[src/rtl/load_store_unit.sv]
// Load/store unit: one data-memory access per request, with byte-lane steering,
// load extraction with sign/zero extension, misalignment detection and request timeout.
module load_store_unit #(
  parameter int unsigned ADDR_WIDTH = 32,
  parameter int unsigned TIMEOUT    = 255
) (
  input  logic                  clk_i,
  input  logic                  rst_ni,
  input  logic                  start_i,
  input  logic                  is_store_i,
  input  logic [1:0]            data_type_i,
  input  logic                  ld_unsigned_i,
  input  logic [ADDR_WIDTH-1:0] addr_i,
  input  logic [31:0]           wdata_i,
  output logic                  busy_o,
  output logic                  done_o,
  output logic                  err_o,
  output logic [31:0]           rdata_o,
  output logic                  mem_req_o,
  output logic                  mem_we_o,
  output logic [ADDR_WIDTH-1:0] mem_addr_o,
  output logic [3:0]            mem_be_o,
  output logic [31:0]           mem_wdata_o,
  input  logic [31:0]           mem_rdata_i,
  input  logic                  mem_ack_i
);

  localparam int unsigned CntW = (TIMEOUT > 1) ? $clog2(TIMEOUT + 1) : 1;
  localparam logic [CntW-1:0] TimeoutVal = CntW'(TIMEOUT);

  typedef enum logic [1:0] {StIdle, StReq, StResp, StFail} state_e;

  state_e                state_q, state_d;
  logic [CntW-1:0]       cnt_q, cnt_d, cnt_inc;
  logic                  we_q, we_d;
  logic [1:0]            type_q, type_d;
  logic                  uns_q, uns_d;
  logic [1:0]            lane_q, lane_d;
  logic                  misal_q, misal_d;
  logic [ADDR_WIDTH-1:0] addr_q, addr_d;
  logic [3:0]            be_q, be_d;
  logic [31:0]           wdata_q, wdata_d;
  logic [31:0]           rdata_q, rdata_d;

  logic [31:0] shifted;
  logic [7:0]  byte_v;
  logic [15:0] half_v;
  logic [31:0] load_ext;

  assign cnt_inc = cnt_q + CntW'(1);

  // Load extraction from the acknowledged read word.
  assign shifted = mem_rdata_i >> {lane_q, 3'b000};
  assign byte_v  = shifted[7:0];
  assign half_v  = lane_q[1] ? mem_rdata_i[31:16] : mem_rdata_i[15:0];

  always_comb begin
    load_ext = mem_rdata_i;
    case (type_q)
      2'b01:   load_ext = {{24{~uns_q & byte_v[7]}}, byte_v};
      2'b10:   load_ext = {{16{~uns_q & half_v[15]}}, half_v};
      default: load_ext = mem_rdata_i;
    endcase
  end

  always_comb begin
    state_d = state_q;
    cnt_d   = cnt_q;
    we_d    = we_q;
    type_d  = type_q;
    uns_d   = uns_q;
    lane_d  = lane_q;
    misal_d = misal_q;
    addr_d  = addr_q;
    be_d    = be_q;
    wdata_d = wdata_q;
    rdata_d = rdata_q;

    if (state_q == StReq) begin
      if (misal_q) begin
        state_d = StFail;
      end else if (mem_ack_i) begin
        state_d = StResp;
        if (!we_q) rdata_d = load_ext;
      end else begin
        cnt_d = cnt_inc;
        if ((TIMEOUT != 0) && (cnt_inc == TimeoutVal)) state_d = StFail;
      end
    end else begin
      // Idle, and the single done cycle of Resp/Fail, both accept a new request.
      state_d = StIdle;
      if (start_i) begin
        state_d = StReq;
        cnt_d   = '0;
        we_d    = is_store_i;
        type_d  = data_type_i;
        uns_d   = ld_unsigned_i;
        lane_d  = addr_i[1:0];
        addr_d  = {addr_i[ADDR_WIDTH-1:2], 2'b00};
        misal_d = ((data_type_i == 2'b10) && addr_i[0]) ||
                  (((data_type_i == 2'b00) || (data_type_i == 2'b11)) && (addr_i[1:0] != 2'b00));
        case (data_type_i)
          2'b01: begin
            be_d    = 4'b0001 << addr_i[1:0];
            wdata_d = {4{wdata_i[7:0]}};
          end
          2'b10: begin
            be_d    = addr_i[1] ? 4'b1100 : 4'b0011;
            wdata_d = {2{wdata_i[15:0]}};
          end
          default: begin
            be_d    = 4'b1111;
            wdata_d = wdata_i;
          end
        endcase
        if (!is_store_i) be_d = 4'b1111;
      end
    end
  end

  always_ff @(posedge clk_i or negedge rst_ni) begin
    if (!rst_ni) begin
      state_q <= StIdle;
      cnt_q   <= '0;
      we_q    <= 1'b0;
      type_q  <= 2'b00;
      uns_q   <= 1'b0;
      lane_q  <= 2'b00;
      misal_q <= 1'b0;
      addr_q  <= '0;
      be_q    <= 4'b0000;
      wdata_q <= '0;
      rdata_q <= '0;
    end else begin
      state_q <= state_d;
      cnt_q   <= cnt_d;
      we_q    <= we_d;
      type_q  <= type_d;
      uns_q   <= uns_d;
      lane_q  <= lane_d;
      misal_q <= misal_d;
      addr_q  <= addr_d;
      be_q    <= be_d;
      wdata_q <= wdata_d;
      rdata_q <= rdata_d;
    end
  end

  // Outputs decode from state so reset drops the request without a clock edge.
  assign busy_o      = (state_q == StReq);
  assign mem_req_o   = busy_o && !misal_q;
  assign mem_we_o    = mem_req_o && we_q;
  assign done_o      = (state_q == StResp) || (state_q == StFail);
  assign err_o       = (state_q == StFail);
  assign rdata_o     = rdata_q;
  assign mem_addr_o  = addr_q;
  assign mem_be_o    = be_q;
  assign mem_wdata_o = wdata_q;

endmodule

[config.mk]
export PLATFORM = sky130hd
export DESIGN_NAME = load_store_unit
export DESIGN_NICKNAME = d
export VERILOG_FILES = /design/src/rtl/load_store_unit.sv
export SDC_FILE = /design/constraint.sdc
export NUM_CORES = 1
export LEC_CHECK = 0
export CORE_MARGIN = 4
export CORE_UTILIZATION = 40
export CTS_BUF_LIST = sky130_fd_sc_hd__clkbuf_8
export CTS_CLUSTER_DIAMETER = 50
export DETAILED_ROUTE_END_ITERATION = 16
export PLACE_DENSITY = 0.74
export SLEW_MARGIN = 20
export SYNTH_ARGS = -nofsm -noshare
export SYNTH_HDL_FRONTEND = slang
export SYNTH_SLANG_ARGS = --single-unit
export TNS_END_PERCENT = 10
[constraint.sdc]
create_clock -name clk_i -period 2 [get_ports clk_i]
set_clock_uncertainty 0.1 [all_clocks]
set_input_delay 0.3 -clock clk_i [delete_from_list [all_inputs] [get_ports clk_i]]
set_output_delay 0.3 -clock clk_i [all_outputs]
set_load 0.02 [all_outputs]
After elaboration in Yosys (flattened, before gate mapping)
Index checks and enable logic that the tools add are counted.
{"block": "totals", "reg_bits": 115, "mem_bits_ro": 0, "ramBits": 0, "latchBits": 0, "memories": 0, "output_inout_bits": 105, "in_bits": 104}
{"block": "classes", "n_eq_ne": 12, "bitwise": 6, "mux": 15, "n_lt_le_gt_ge": 0, "div": 0, "n_reduce_logical": 14, "n_addsub": 1, "shifts": 2, "mul": 0}
{"op": "one-hot mux 32 bit (2 select lines)", "n": 2}
{"op": "2-to-1 mux 8 bit", "n": 4}
{"op": "right shift 32 x 5 -> 8 bit", "n": 1}
{"op": "2-to-1 mux 16 bit", "n": 1}
{"op": "equality test 2 bit, second input constant", "n": 5}
{"op": "adder 8 x 1 -> 8 bit, second input constant", "n": 1}
{"op": "equality test 8 bit, second input constant", "n": 1}
{"op": "2-to-1 mux 2 bit", "n": 4}
{"op": "2-to-1 mux 4 bit", "n": 2}
{"op": "one-hot mux 4 bit (2 select lines)", "n": 1}
{"op": "equality test 2 x 1 -> 1 bit, second input constant", "n": 3}
{"op": "logical AND 1 bit", "n": 4}
{"op": "!= test 2 bit, second input constant", "n": 2}
{"op": "!= test 4 x 1 -> 1 bit, second input constant", "n": 1}
{"op": "inverter 1 bit", "n": 4}
{"op": "AND reduction 4 bit", "n": 1}
{"op": "nonzero test 2 bit", "n": 2}
{"op": "<< shifter 1 x 2 -> 4 bit, first input constant", "n": 1}
{"op": "logical OR 1 bit", "n": 3}
{"op": "AND reduction 3 bit", "n": 1}
{"op": "AND 1 bit", "n": 2}
{"op": "logical NOT 2 bit", "n": 1}
{"op": "AND reduction 2 bit", "n": 1}
{"op": "logical NOT 1 bit", "n": 1}
{"op": "2-to-1 mux 1 bit", "n": 1}

Depth between registers and ports, before layout
Gate-level depths: netlist (run 1).
{"block": "logic_depth", "ltp_word": 6, "mapped_depth": 8, "depth_no_buf": 6}

Least setup slack after synthesis (run 1)
No wires, ideal clock.
{"block": "synth_timing", "kind": "flip-flop to flip-flop", "startpoint": "reg type_q[0]", "endpoint": "reg rdata_q[0], in the netlist rdata_o[0]", "period_less_slack_ns": 1.816, "path_stages_with_launch": 7, "setup_slack_ns": 0.184, "setup_ns": 0.070, "required_ns": 1.830, "arrival_time_ns": 1.645, "cell_sequence": "dfrtp_1 inv_1 ha_1 clkbuf_1 nor4_1 o21ai_0 nand3_1"}
{"block": "synth_via", "elab_chain_len": 2}
{"element": "from (decl)", "line_no": "36", "rtl": "logic [1:0] type_q, type_d;"}
{"element": "from (signal assigned)", "line_no": "138", "rtl": "type_q <= type_d;"}
{"element": "equality test 2 bit or equality test 2 x 1 -> 1 bit (tied branches)", "line_no": "59", "rtl": "case (type_q)"}
{"element": "one-hot mux 32 bit (2 select lines) (*)", "line_no": "59"}
{"element": "to (signal assigned)", "line_no": "145", "rtl": "rdata_q <= rdata_d;"}
{"element": "to (decl)", "line_no": "43", "rtl": "logic [31:0] rdata_q, rdata_d;"}
Mark *: on every way between the ends. The rest lies on a longest branch, timed or not.
A chain may end at the register's enable or synchronous reset.

Worst setup path in the final report (run 1)
{"block": "layout_timing", "startpoint": "reg state_q[1]", "endpoint": "out mem_req_o"}
{"block": "layout_via", "elab_chain_len": 2}
{"element": "from (decl)", "line_no": "33", "rtl": "state_e state_q, state_d;"}
{"element": "from (signal assigned)", "line_no": "123", "rtl": "state_q <= StIdle;"}
{"element": "from (signal assigned)", "line_no": "135", "rtl": "state_q <= state_d;"}
{"element": "equality test 2 x 1 -> 1 bit", "line_no": "150", "rtl": "assign busy_o = (state_q == StReq);"}
{"element": "logical AND 1 bit", "line_no": "151", "rtl": "assign mem_req_o = busy_o && !misal_q;"}
{"element": "to (decl)", "line_no": "19", "rtl": "output logic mem_req_o,"}
No other way between the ends.

==> run metrics, run 1 <==
largest net degree at the start of global routing=54; peak supply drop=0.903 mV; post-CTS setup buffers=0; minimum clock period=1.90 ns; Final nets=930; # rows=between 40 and 50; area taken by flip-flops and latches=2880 µm²; Multi-input gate area=about 2400 µm²; DP Wirelength=between 10000 and 15000 µm; Slew @ Worst Pin=0.573 ns; RePlAce Congestion=0.923; Post-Synthesis Cells=roughly 600; final hold slack=roughly 0.24 ns; diode count=0; pre-CTS WS=-0.243 ns; H-tree depth=4; DR WL/cell=about 17 µm; Via density=5.13; worst reg2reg path depth=5; reg-to-reg critical path startpoint=state_q[1]; Final setup violation count=0; drt initial violations=390; Ys Warns=0; Reg clk slew, reported paths=approximately 0.060 ns; DRT Pass-1 Iters=5; # port buffers=between 200 and 250; total of max-cap violations=0; initial core utilization=just over 40%; first-pass GRT wire length=between 20000 and 30000 µm; clock buffer depth=2; height of the die=125 µm; core area=13300 µm²; Crit. End Element=output port; clk sinks=~120; gr usage total=a little over a fifth; clk_lat worst skew=0.43 ns; total gr overflow=0; Critical Path Start=state_q[1]; endpoints failing hold=0; asr flop ratio synth=100%; Die Wd=roughly 130 µm; Slew Viols, Final=0; flop-to-flop setup slack=0.12 ns; Post-route DRC=0; CP Data Required Time=approximately 1.6 ns; Max-slew headroom=between 60% and 70%; post-synthesis register bit count=115; CP Launch Type=flip-flop; setup ws final=0.0979 ns; final antenna-violating net count=0; sequential element share of the synthesized area=a little over half; Top-Level Pins=between 200 and 250; fmax=526 MHz; Critical Path AT=roughly 1.5 ns; Min-Delay Path Class=primary input to asynchronous set/reset pin; most common cell after layout, fill and taps aside=clkdlybuf4s50_1; CTS buffer count=17; Leak=3.78 nW; PwrDens=~1600 nW/µm²; most frequent cells in the layout=clkdlybuf4s50_1 (201), nand2_1 (171), dfrtp_1 (115); CTS tree=yes; Primary FF master, synth=dfrtp_1; final WL=~17000 µm; FILL cells=roughly 1200; area of the mapped netlist=between 5000 and 6000 µm²; outcome=finished, final reports clean; post-synthesis average cell area=between 9 and 10 µm²; Total Die Area=~16000 µm²; root buffer cell=clkbuf_8; Post-synth EDFFs=0; vias in the first global route=roughly 5500; area growth from synthesis to layout=52.4%; Critical Path Fanout Max=5; fraction of layout instances using a drive strength above 1=between 10% and 20%; Distinct cells, synth=between 40 and 50; initial antenna violation count=0; kind of critical path=flip-flop to output port; final clock period utilization by the worst path=95.1%; Via Count=a little over 5000
## report_power, final
part	switching [W]	total [W]	internal [W]
clock	0.000924	0.00223	0.00131
combinational	0.00366	0.00691	0.00325
sequential	0.000696	0.00409	0.00339
total	0.00528	0.0132	0.00795
## area by class of cell
class                   instances  area share, %
flip-flops and latches        115           34.3
repair buffers                241           29.1
multi-input cells             429           28.3
clock buffers                  20           3.28
well taps                     176           2.62
clock inverters                12           1.64
inverters                      16          0.716
## repair_timing
item / CTS / global route
resized for setup: 7 / 2
pin swaps: 0 / 0
hold buffers: 1 / 0
endpoints found under the setup margin: 4 / 2
endpoints found under the hold margin: 24 / 0
## flip-flops by register name (all words and copies together) (netlist names)
name and count:
cnt_q 8, lane_q 2, mem_addr_o 30, mem_be_o 4, mem_wdata_o 32, misal_q 1
rdata_o 32, state_q 2, type_q 2, uns_q 1, we_q 1
## synth_stat cells (2+ instances only)
cell / number / area share [%]
xnor2_1: 2 / 0.32
nand2b_1: 8 / 0.91
clkbuf_1: 27 / 1.8
inv_1: 15 / 1.0
and3b_1: 2 / 0.32
a221oi_2: 2 / 0.55
a221oi_1: 13 / 2.1
a22oi_1: 8 / 1.1
o21ai_0: 31 / 2.8
nor2_1: 42 / 2.9
a21o_1: 7 / 0.95
buf_2: 9 / 0.82
ha_1: 6 / 1.4
nor2b_1: 9 / 1.0
and2_1: 21 / 2.4
nand4_1: 2 / 0.23
o22a_1: 20 / 3.2
o211ai_1: 7 / 0.95
dfrtp_1: 115 / 52
o31ai_1: 4 / 0.55
a21oi_1: 28 / 2.5
buf_4: 2 / 0.27
nand2_1: 172 / 12
and3_1: 3 / 0.34
mux2_2: 10 / 2.0
nand3_1: 9 / 0.82
buf_6: 4 / 0.82
nand4b_1: 2 / 0.32
nor3b_1: 2 / 0.27
mux2i_1: 2 / 0.36
## stage by stage
step	instance area (µm²)	cells	utilization [%]	setup TNS (ns)	total power (W)
detailed placement	7970	976	59.7	-2.65	0.0111
finish	8390	1009	62.9	0	0.0132
global placement	7970	976	59.7	-1.01	0.0109
CTS	8390	1009	62.9	0	0.0134
global route	8390	1009	62.9	-0.0134	0.0141
floorplan	5510	602	-	0	0.00765
## cell families (layout without fill, tap and decap cells)
kind of cell / after synthesis / after routing / synth area share [%]
AO/OA/AOI/OAI: 130 / 130 / 16.8
other: 1 / 2 / 0.0681
AND/OR/NAND/NOR: 276 / 276 / 21.7
XOR/XNOR: 3 / 3 / 0.477
buffers and inverters: 58 / 289 / 4.84
flip-flops: 115 / 115 / 52.3
adder cells (fa/ha/maj): 6 / 6 / 1.36
multiplexers: 12 / 12 / 2.41
## worst paths after layout
kind	end
setup / recovery	mem_req_o
hold / removal	rdata_o[2]
setup reg to reg	rdata_o[11]
hold reg to reg	mem_addr_o[30]
max in group asynchronous	mem_wdata_o[9]
min in group clk_i	mem_addr_o[6]
## layer usage
| metal | track usage (%) | up-vias | wire (µm) |
|---|---|---|---|
| met5 | 0 | - | 0 |
| met4 | 7.53 | 0 | 377 |
| met3 | 8.87 | 32 | 1770 |
| met1 | 27.0 | 2447 | 6880 |
| li1 | - | 2462 | - |
| met2 | 33.9 | 238 | 7670 |
## critical path: stages, from the launching register on
cell and delay, ns:
dfrtp_1 0.39, nand2b_2 0.23, nor2_2 0.11, dlygate4sd2_1 0.35
(Power assumes the default switching activity.)
==> inputs of run 2 (changes only) <==
CORE_MARGIN = default   (was 4)
==> run 2 against run 1 <==
Effect of this change:
- utilization grew 0.82 points
- critical path depth decreased by 1
- cell area is 1.3% higher
- routed wire length fell by 0.70%
- first-iteration DRC count shrank 21%
- register-to-register slack improved by 0.03 ns
- largest cell class unchanged
- sequential power is essentially flat
- critical endpoint is now done_o
- global-route usage rose by 2.8 points
- highest routed layer unchanged
- non-clock buffer count up 13
- combinational power increased by 1%
- maximum frequency is 0.41% lower
==> run metrics, run 2 (synthesis gave the netlist of run 1 again) <==
outcome=finished, final reports clean; clk sinks=115; Die Wd=approximately 120 µm; CTS buffer count=17; most common cell after layout, fill and taps aside=clkdlybuf4s50_1; CP Launch Type=flip-flop; Final setup violation count=0; vias in the first global route=roughly 5400; Leak=a little under 4 nW; FILL cells=between 1000 and 1500; final antenna-violating net count=0; peak supply drop=about 0.88 mV; Setup TNS=0 ns; first-pass GRT wire length=around 27000 µm; total of max-cap violations=0; Slew Viols, Final=0; Final nets=943; worst reg2reg path depth=8; clk_lat worst skew=about 0.44 ns; Critical Path Fanout Max=3; height of the die=approximately 120 µm; Sw Pwr=approximately 0.0053 W; CTS tree=yes; # rows=42; root buffer cell=clkbuf_8; initial antenna violation count=0; fin cells=approximately 1000; most frequent cells in the layout=clkdlybuf4s50_1 (201), nand2_1 (171), dfrtp_1 (115); minimum clock period=around 1.9 ns; Comb pwr share=a little over half; core area=about 13000 µm²; drt initial violations=310; # port buffers=slightly above 200; largest net degree at the start of global routing=54; unrepaired setup endpoints after global routing=false; design area=around 8500 µm²; Min-Delay Path Class=primary input to asynchronous set/reset pin; CP Data Required Time=about 1.6 ns; Top-Level Pins=209; Slew @ Worst Pin=just under 0.6 ns; fraction of layout instances using a drive strength above 1=between 10% and 20%; clock buffer depth=2; final clock period utilization by the worst path=between 90 and 100%; fmax=524 MHz; sequential power share=30.5%; flop-to-flop setup slack=~0.15 ns; Via density=between 5 and 6; initial core utilization=41.2%; post-CTS setup buffers=0; Cells after DPL=between 900 and 1000; DP Area=8040 µm²; Crit. End Element=output port; Reg clk slew, reported paths=about 0.070 ns; DR WL/cell=about 16 µm; Max-slew headroom=between 60% and 70%; diode count=0; Via Count=roughly 5300; RePlAce Congestion=about 0.89; Critical Path AT=1.51 ns; total gr overflow=0; Clock power frac=between 10% and 20%; P_int=0.00807 W; Total Die Area=~14000 µm²; endpoints failing hold=0; area growth from synthesis to layout=54.4%; Post-route DRC=0; final hold slack=0.239 ns; Sw Share=39.8%; DRT Pass-1 Iters=5; final WL=approximately 17000 µm; H-tree depth=4; kind of critical path=flip-flop to output port; DP Wirelength=about 12000 µm; PwrDens=approximately 1600 nW/µm²; gr usage total=between 20% and 30%
## run 2: path summary, 6_finish.rpt
path                           startpoint               to
max                            state_q[1]           done_o
min                                rst_ni   mem_addr_o[26]
max reg2reg                     type_q[1]       rdata_o[9]
min reg2reg                mem_wdata_o[4]   mem_wdata_o[4]
max in group asynchronous          rst_ni  mem_wdata_o[14]
min in group clk_i             addr_i[16]   mem_addr_o[16]
## run 2: cell type report
class	instances	area, µm²	area share [%]
inverter	16	60.1	0.707
sequential	115	2880	33.9
tap	176	220	2.59
timing repair buffer	254	2520	29.6
clock buffer	19	262	3.08
clock inverter	12	164	1.93
multi-input combinational	429	2400	28.2
## run 2: routing by layer
metal / part of all wire [%] / vias to the layer above / GRT usage (%)
met2: 47 / 241 / 39.6
met4: 2.2 / 0 / 9.92
met5: 0 / - / 0
met1: 41 / 2510 / 28.2
met3: 10 / 35 / 10.4
li1: - / 2492 / -
## run 2: repair_timing
| item | in CTS | in global routing |
|---|---|---|
| endpoints found under the setup margin | 4 | 25 |
| pin swaps | 0 | 0 |
| endpoints found under the hold margin | 24 | 0 |
| hold buffers | 1 | 0 |
| resized for setup | 6 | 6 |
## run 2: per-stage QoR
step	total power, W	setup WS (ns)	util (%)
5_1_grt	0.0142	0.0203	63.7
6_report	0.0134	0.0901	63.7
3_3_place_gp	0.0109	-0.0767	60.3
3_5_place_dp	0.0111	-0.188	60.3
4_1_cts	0.0135	-0.0472	63.5
2_1_floorplan	0.00765	0.184	-
## run 2: worst max-delay path, stage by stage, from the launching register on
cell and delay (ns):
dfrtp_1 0.35, buf_4 0.12, clkdlybuf4s50_1 0.60
## run 2: power by group through the flow
stage	logic, W	registers (W)	clock network [W]
after CTS	0.00699	0.00408	0.00239
final	0.00698	0.00408	0.00234
after detailed placement	0.00698	0.00409	0
after global placement	0.00685	0.00405	0
after floorplan	0.00248	0.00517	0
after global routing	0.00754	0.00420	0.00248
